### config.mk
export PLATFORM = sky130hd
export DESIGN_NAME = shift_seq_ctrl_flat
export DESIGN_NICKNAME = d
export VERILOG_FILES = /design/src/rtl/shift_seq_pkg.sv /design/src/rtl/shift_seq_ctrl_if.sv /design/src/rtl/shift_reg_datapath.sv /design/src/rtl/shift_seq_ctrl.sv /design/src/flat_wrapper.sv
export SDC_FILE = /design/constraint.sdc
export NUM_CORES = 1
export LEC_CHECK = 0
export CORE_UTILIZATION = 50
export CTS_BUF_LIST = sky130_fd_sc_hd__clkbuf_8 sky130_fd_sc_hd__clkbuf_16
export DETAILED_ROUTE_END_ITERATION = 10
export PLACE_DENSITY = 0.91
export SYNTH_ARGS = -nofsm -noshare
export SYNTH_HDL_FRONTEND = slang
export SYNTH_SLANG_ARGS = --single-unit
### constraint.sdc
create_clock -name clk -period 4.22 [get_ports clk]
set_input_delay 0.422 -clock clk [delete_from_list [all_inputs] [get_ports clk]]
set_output_delay 0.422 -clock clk [all_outputs]
set_load 0.005 [all_outputs]
### src/rtl/shift_seq_pkg.sv
// Shared definitions for the shift sequencer: FSM state encoding and default width.
package shift_seq_pkg;

  localparam int DEFAULT_WIDTH = 8;

  typedef enum logic [1:0] {
    IDLE  = 2'd0,
    SHIFT = 2'd1,
    HOLD  = 2'd2
  } state_t;

endpackage

### src/rtl/shift_seq_ctrl_if.sv
// Parallel load / serial link / parallel capture signals of the shift sequencer.
interface shift_seq_ctrl_if #(
  parameter int WIDTH = shift_seq_pkg::DEFAULT_WIDTH
);

  logic             load_valid;
  logic             load_ready;
  logic [WIDTH-1:0] load_data;
  logic             serial_in;
  logic             serial_out;
  logic             serial_en;
  logic             out_valid;
  logic             out_ready;
  logic [WIDTH-1:0] out_data;
  logic             abort;

  // Producer/consumer side drives the requests and the serial input.
  modport master (
    output load_valid, load_data, serial_in, out_ready, abort,
    input  load_ready, serial_out, serial_en, out_valid, out_data
  );

  // Controller side.
  modport slave (
    input  load_valid, load_data, serial_in, out_ready, abort,
    output load_ready, serial_out, serial_en, out_valid, out_data
  );

endinterface

### src/rtl/shift_reg_datapath.sv
// WIDTH-bit parallel-load / serial-shift register bank with MSB tap.
module shift_reg_datapath
  import shift_seq_pkg::*;
#(
  parameter int WIDTH = DEFAULT_WIDTH
) (
  input  logic             clk,
  input  logic             reset,
  input  logic             load_en,
  input  logic             shift_en,
  input  logic [WIDTH-1:0] load_data,
  input  logic             serial_in,
  output logic             msb,
  output logic [WIDTH-1:0] q
);

  // NOTE: sequential state uses non-blocking assignments so every flop samples pre-edge values.
  always_ff @(posedge clk or negedge reset) begin
    if (!reset) begin
      q <= '0;
    end else if (load_en) begin
      q <= load_data;
    end else if (shift_en) begin
      q <= {q[WIDTH-2:0], serial_in};
    end
  end

  assign msb = q[WIDTH-1];

endmodule

### src/rtl/shift_seq_ctrl.sv
// Sequences a parallel word out MSB-first over WIDTH cycles while capturing serial_in into out_data.
module shift_seq_ctrl
  import shift_seq_pkg::*;
#(
  parameter int WIDTH = DEFAULT_WIDTH
) (
  input logic              clk,
  input logic              reset,
  shift_seq_ctrl_if.slave  bus
);

  localparam int CNT_W = $clog2(WIDTH);

  state_t           state, state_nxt;
  logic [CNT_W-1:0] count, count_nxt;
  logic             out_valid_nxt;
  logic             load_en, shift_en, capture;
  logic             msb;
  logic [WIDTH-1:0] shreg;
  logic [WIDTH-1:0] out_data_q;
  logic             out_valid_q;

  shift_reg_datapath #(.WIDTH(WIDTH)) u_datapath (
    .clk       (clk),
    .reset     (reset),
    .load_en   (load_en),
    .shift_en  (shift_en),
    .load_data (bus.load_data),
    .serial_in (bus.serial_in),
    .msb       (msb),
    .q         (shreg)
  );

  // NOTE: every signal written here gets a default first, so no path can infer a latch.
  always_comb begin
    state_nxt     = state;
    count_nxt     = count;
    out_valid_nxt = out_valid_q;
    load_en       = 1'b0;
    shift_en      = 1'b0;
    capture       = 1'b0;

    if (bus.abort) begin
      // Cancel wins over everything; register contents are kept.
      state_nxt     = IDLE;
      count_nxt     = '0;
      out_valid_nxt = 1'b0;
    end else begin
      unique case (state)
        IDLE: begin
          if (bus.load_valid) begin
            load_en   = 1'b1;
            count_nxt = '0;
            state_nxt = SHIFT;
          end
        end
        SHIFT: begin
          shift_en = 1'b1;
          if (count == CNT_W'(WIDTH - 1)) begin
            capture       = 1'b1;
            out_valid_nxt = 1'b1;
            count_nxt     = '0;
            state_nxt     = HOLD;
          end else begin
            count_nxt = count + 1'b1;
          end
        end
        HOLD: begin
          if (bus.out_ready) begin
            out_valid_nxt = 1'b0;
            state_nxt     = IDLE;
          end
        end
        default: begin
          state_nxt = IDLE;
          count_nxt = '0;
        end
      endcase
    end
  end

  always_ff @(posedge clk or negedge reset) begin
    if (!reset) begin
      state       <= IDLE;
      count       <= '0;
      out_valid_q <= 1'b0;
      out_data_q  <= '0;
    end else begin
      state       <= state_nxt;
      count       <= count_nxt;
      out_valid_q <= out_valid_nxt;
      // Captured word equals the register's post-shift value on the final edge.
      if (capture) begin
        out_data_q <= {shreg[WIDTH-2:0], bus.serial_in};
      end
    end
  end

  assign bus.load_ready = (state == IDLE);
  assign bus.serial_en  = (state == SHIFT);
  assign bus.serial_out = (state == SHIFT) ? msb : 1'b0;
  assign bus.out_valid  = out_valid_q;
  assign bus.out_data   = out_data_q;

endmodule

### src/flat_wrapper.sv
// flat-port wrapper written by rule: the top's interface ports become plain ports
module shift_seq_ctrl_flat import shift_seq_pkg::*;
#(
  parameter int WIDTH = DEFAULT_WIDTH
)
  (clk, reset, bus_load_valid, bus_load_data, bus_serial_in, bus_out_ready, bus_abort, bus_load_ready, bus_serial_out, bus_serial_en, bus_out_valid, bus_out_data);
  shift_seq_ctrl_if #(.WIDTH(WIDTH)) bus_i ();
  input logic clk;
  input logic reset;
  input wire logic [$bits(bus_i.load_valid)-1:0] bus_load_valid;
  input wire logic [$bits(bus_i.load_data)-1:0] bus_load_data;
  input wire logic [$bits(bus_i.serial_in)-1:0] bus_serial_in;
  input wire logic [$bits(bus_i.out_ready)-1:0] bus_out_ready;
  input wire logic [$bits(bus_i.abort)-1:0] bus_abort;
  output wire logic [$bits(bus_i.load_ready)-1:0] bus_load_ready;
  output wire logic [$bits(bus_i.serial_out)-1:0] bus_serial_out;
  output wire logic [$bits(bus_i.serial_en)-1:0] bus_serial_en;
  output wire logic [$bits(bus_i.out_valid)-1:0] bus_out_valid;
  output wire logic [$bits(bus_i.out_data)-1:0] bus_out_data;
  assign bus_i.load_valid = bus_load_valid;
  assign bus_i.load_data = bus_load_data;
  assign bus_i.serial_in = bus_serial_in;
  assign bus_i.out_ready = bus_out_ready;
  assign bus_i.abort = bus_abort;
  assign bus_load_ready = bus_i.load_ready;
  assign bus_serial_out = bus_i.serial_out;
  assign bus_serial_en = bus_i.serial_en;
  assign bus_out_valid = bus_i.out_valid;
  assign bus_out_data = bus_i.out_data;
  shift_seq_ctrl #(.WIDTH(WIDTH)) u_core (.clk(clk), .reset(reset), .bus(bus_i));
endmodule
== Word-level counts from Yosys, hierarchy flattened ==
Index checks and enable logic that the tools add are counted.
Operators by class
  reduce and logical (&&, ||, !) cells: 6
  equal/unequal tests: 7
  add/sub/neg operators: 1
  mux-type cells: 24
Operators with widths (number)
  8-bit 2-to-1 mux: 2
  1-bit 2-to-1 mux: 12
  3-bit 2-to-1 mux: 3
  3-bit one-hot mux with 3 select lines: 1
  2-bit 2-to-1 mux: 4
  3-bit != test (second input constant): 2
  2-bit one-hot mux with 3 select lines: 1
  3-bit AND reduction: 2
  3-bit by 1-bit adder with 3-bit output (second input constant): 1
  3-bit equality test (second input constant): 1
  3-bit by 2-bit != test with 1-bit output (second input constant): 1
  3-bit nonzero test: 1
  2-bit by 1-bit equality test with 1-bit output (second input constant): 1
  2-bit equality test (second input constant): 1
  2-bit zero test: 1
  2-bit != test (second input constant): 1
  1-bit one-hot mux with 2 select lines: 1
  2-bit AND reduction: 1
  2-bit nonzero test: 1
Word-level totals
  register bits after elaboration: 22
  output and inout bits: 12
  logic and storage cells: 43

== Depth between registers and ports, before layout ==
  depth after elaboration: 5
  depth in mapped cells: 5
  depth with buffers taken out: 5

== Cells and area by module ==
Synthesis repeated with hierarchy kept, for this count alone.
Second synthesis, totals
  cell total of the unflattened synthesis: 89
  area, all modules: 1017.2 µm²
Modules (own cells, without submodules)
  shift_seq_ctrl: cells an instance 54, area each 636.9 µm², times used 1
  shift_reg_datapath: cells an instance 35, area each 380.4 µm², times used 1

== Worst setup path before layout ==
OpenSTA, ideal clock, no wires.
  kind: register to register
  start point: register u_core.count[0]
  end point: register u_core.out_data_q[0] (netlist: u_core.bus.out_data[0])
  cell stages (with the launch flop): 6
  buffers on the path: 0
  clock period less this slack: 1.712 ns
  setup time: 0.125 ns
  data arrival time: 1.587 ns
  required time: 4.095 ns
  slack: 2.508 ns
  cell sequence: dfrtp_1 > ha_1 > ha_1 > inv_1 > nor4_4 > mux2_2
On the way
  word-level cells in the longest chain between the ends: 4
RTL lines
  start, declared: RTL line shift_seq_ctrl.sv:15  | logic [CNT_W-1:0] count, count_nxt;
  start signal, assigned: RTL line shift_seq_ctrl.sv:90  | count <= count_nxt;
  3-bit equality test: RTL line shift_seq_ctrl.sv:59  | if (count == CNT_W'(WIDTH - 1)) begin
  1-bit 2-to-1 mux: RTL line shift_seq_ctrl.sv:59
  1-bit 2-to-1 mux: RTL line shift_seq_ctrl.sv:49  | unique case (state)
  1-bit 2-to-1 mux: RTL line shift_seq_ctrl.sv:43  | if (bus.abort) begin
  end signal, assigned: RTL line shift_seq_ctrl.sv:94  | out_data_q <= {shreg[WIDTH-2:0], bus.serial_in};
  end, declared: RTL line shift_seq_ctrl.sv:20  | logic [WIDTH-1:0] out_data_q;
Every way passes these cells.
A chain may end at the register's enable or synchronous reset.

== Worst setup path in the final report ==
  start point: register u_core.state[1]
  end point: output port bus_serial_out
On the way
  word-level cells in the longest chain between the ends: 2
RTL lines
  start, declared: RTL line shift_seq_ctrl.sv:14  | state_t state, state_nxt;
  start signal, assigned: RTL line shift_seq_ctrl.sv:89  | state <= state_nxt;
  2-bit by 1-bit equality test with 1-bit output: RTL line shift_seq_ctrl.sv:101  | assign bus.serial_out = (state == SHIFT) ? msb : 1'b0;
  1-bit 2-to-1 mux: RTL line shift_seq_ctrl.sv:101
  end, declared: RTL line flat_wrapper.sv:16  | output wire logic [$bits(bus_i.serial_out)-1:0] bus_serial_out;
Every way passes these cells.

==> metrics.md <==
| Metric | Value |
|---|---|
| Status | `finished, final reports clean` |
| DRC viols | `0` |
| WL/cell | `14.3 µm` |
| Global-route wire length before repair | `2930 µm` |
| Critical Path RT | `3.80 ns` |
| Synthesized instance count | `76` |
| Synth area leaders | `dfrtp_1 (55%), mux2_2 (11%), a22o_1 (6.1%)` |
| TNS Setup | `0 ns` |
| CP startpoint kind | `flop` |
| Relative slew slack | `0.384` |
| Synth Flop Type | `dfrtp_1` |
| Total global-route track usage | `0.190` |
| Largest net degree at the start of global routing | `23` |
| Hold Crit Class | `flop to flop` |
| Slew Limit Fails | `0` |
| Final net count | `120` |
| Final instance area | `1310 µm²` |
| Worst vdd ir | `0.000285 V` |
| Share of cells above drive strength 1 | `0.167` |
| Crit-path slowest cell | `dfrtp_1` |
| Post-CTS Setup Bufs | `0` |
| Minimum clock period | `2.29 ns` |
| Post-synth ARST share | `1.00` |
| Synth Register Bits | `22` |
| I/O pin count | `26` |
| Initial antenna violation count | `0` |
| Vias | `708` |
| Synth area leader | `dfrtp_1` |
| Achievable frequency | `437 MHz` |
| Final worst slack | `1.93 ns` |
| P&R area growth vs syn | `31.3%` |
| Grt ovf | `0` |
| Fin util | `0.728` |
| TritonCTS Buffers | `3` |
| RSZ-0062 raised after global routing | `no` |
| Post-DP Area | `1270 µm²` |
| Worst hold margin | `0.488 ns` |
| Diode count | `0` |
| Clock sink count | `22` |
| Max Cap Violations | `0` |
| Maximum clock insertion buffer count | `2` |
| Die Footprint | `2180 µm²` |
| Hold-fix buffers, CTS | `0` |
| Setup CP Type | `flop to output port` |
| Cell Pwr Density | `344 nW/µm²` |
| Initial Util | `0.554` |
| Clk_skew | `0.00392 ns` |
| CTS root buf | `clkbuf_8` |
| Number of synthesized flops with an enable pin | `0` |
| CP arrival | `1.87 ns` |
| Input/output buffers | `25` |
| CTS resizes | `0` |
| Htree depth | `1` |
| Fill cells | `126` |
| Detailed Route WL | `1820 µm` |
| HPWL after DPL | `1350 µm` |
| Slowest cell delay on critical path | `0.52 ns` |
| Via density | `5.57` |
| Vias in the first global route | `667` |
| Static leakage | `0.618 nW` |
| Synthesized area per cell | `13.1 µm²` |
| Remaining antenna violation count | `0` |
| Final GP Congestion | `0.760` |
| Die H | `46.7 µm` |
| Skew-Pair Late Insertion Delay | `0.25 ns` |
| Final setup viols | `0` |
| Placed instance count | `124` |
| Non-Filler Instances | `127` |
| Syn. warnings | `0` |
| Placeable Area | `1800 µm²` |
| Clock tree from TritonCTS | `built` |
| Yosys top cell area share | `0.551` |
| Synthesized cell area | `998 µm²` |
| Tightest Pin Transition | `0.922 ns` |
| Final Cycle Share | `0.542` |
| Crit-path cells | `nor2b_1 > and2_1 > clkdlybuf4s50_1` |
| Worst-path clk slew | `0.07 ns` |
| Row count | `15` |
| Synthesized net count | `92` |
| Worst-path fanout max | `9` |
| Fin. Hold Viols | `0` |
| Final Power | `0.450 mW` |
| Worst Setup End Kind | `output port` |
| Pre-CTS setup slack | `1.90 ns` |
| Die width | `46.7 µm` |
| DRT iter0 DRCs | `7` |
| Register area share after synthesis | `0.551` |
| Yosys cell types | `20` |
| DR pass1 iterations | `4` |
kinds of logic (layout without fill, tap and decap cells):
group | count (synthesis) | after routing | synth area share
and+or+nand+nor | 17 | 17 | 0.130
muxes | 10 | 10 | 0.113
DFF | 22 | 22 | 0.551
adders and majority gates | 2 | 2 | 0.0251
buffers and inverters | 4 | 30 | 0.0175
AOI/OAI and AO/OA | 21 | 21 | 0.163
synth_stat cells (all sizes together), types with 2 or more instances:
cell / n
nand2: 2
buf: 2
mux2: 10
ha: 2
inv: 2
a21o: 8
nor2b: 2
a21oi: 2
a32oi: 3
nor3b: 2
dfrtp: 22
a22o: 7
nor2: 7
worst max-delay path: cells and delay by family (launching register included):
kind	cells	cell delay, ns
buffers and inverters	1	0.50
flip-flops	1	0.52
AND/OR/NAND/NOR	2	0.59
state kept, by name, summed over array words and instances (netlist names):
signal and flops:
u_core.bus.out_data 8, u_core.u_datapath.q 8, u_core.count 3, u_core.state 2
u_core.bus.out_valid 1
report_power, final:
group          internal (mW)  total [mW]  switching, mW
Sequential             0.234       0.254         0.0203
Clock                 0.0634       0.122         0.0589
Combinational         0.0448      0.0736         0.0288
Total                  0.342       0.450          0.108
path summary, 6_finish.rpt:
check | start | to | slack, ns | cells after the start
worst max-delay path | u_core.state[1] | bus_serial_out | 1.93 | 3
worst min-delay path | u_core.u_datapath.q[7] | u_core.u_datapath.q[7] | 0.49 | 1
worst max register to register | u_core.count[0] | u_core.bus.out_data[6] | 2.19 | 5
worst min register to register | u_core.u_datapath.q[7] | u_core.u_datapath.q[7] | 0.49 | 1
max in group asynchronous | reset | u_core.count[0] | 2.97 | 1
min in group asynchronous | reset | u_core.bus.out_valid | 0.68 | 1
layout by cell type, fill, tap and decap left out, types with 3 or more instances in the layout:
| cell type | netlist | final |
|---|---|---|
| clkdlybuf4s50_1 | 0 | 25 |
| dfrtp_1 | 22 | 22 |
| mux2_2 | 10 | 10 |
| a21o_1 | 8 | 8 |
| nor2_1 | 7 | 7 |
| a22o_1 | 7 | 7 |
| a32oi_1 | 3 | 3 |
| clkbuf_8 | 0 | 3 |
routing by layer:
metal	global-route usage	wire (µm)
met4	0.0343	0
met5	0	0
met3	0.0392	110
met1	0.270	807
met2	0.306	903
cell type report:
type                    instances  area [µm²]  share of cell area
well taps                      25        31.3              0.0239
inverters                       2        7.51             0.00573
flip-flops and latches         22         551               0.420
clock buffers                   3        41.3              0.0315
repair buffers                 25         250               0.191
multi-input cells              50         430               0.328
No activity file was read; power rests on OpenSTA's default activity.
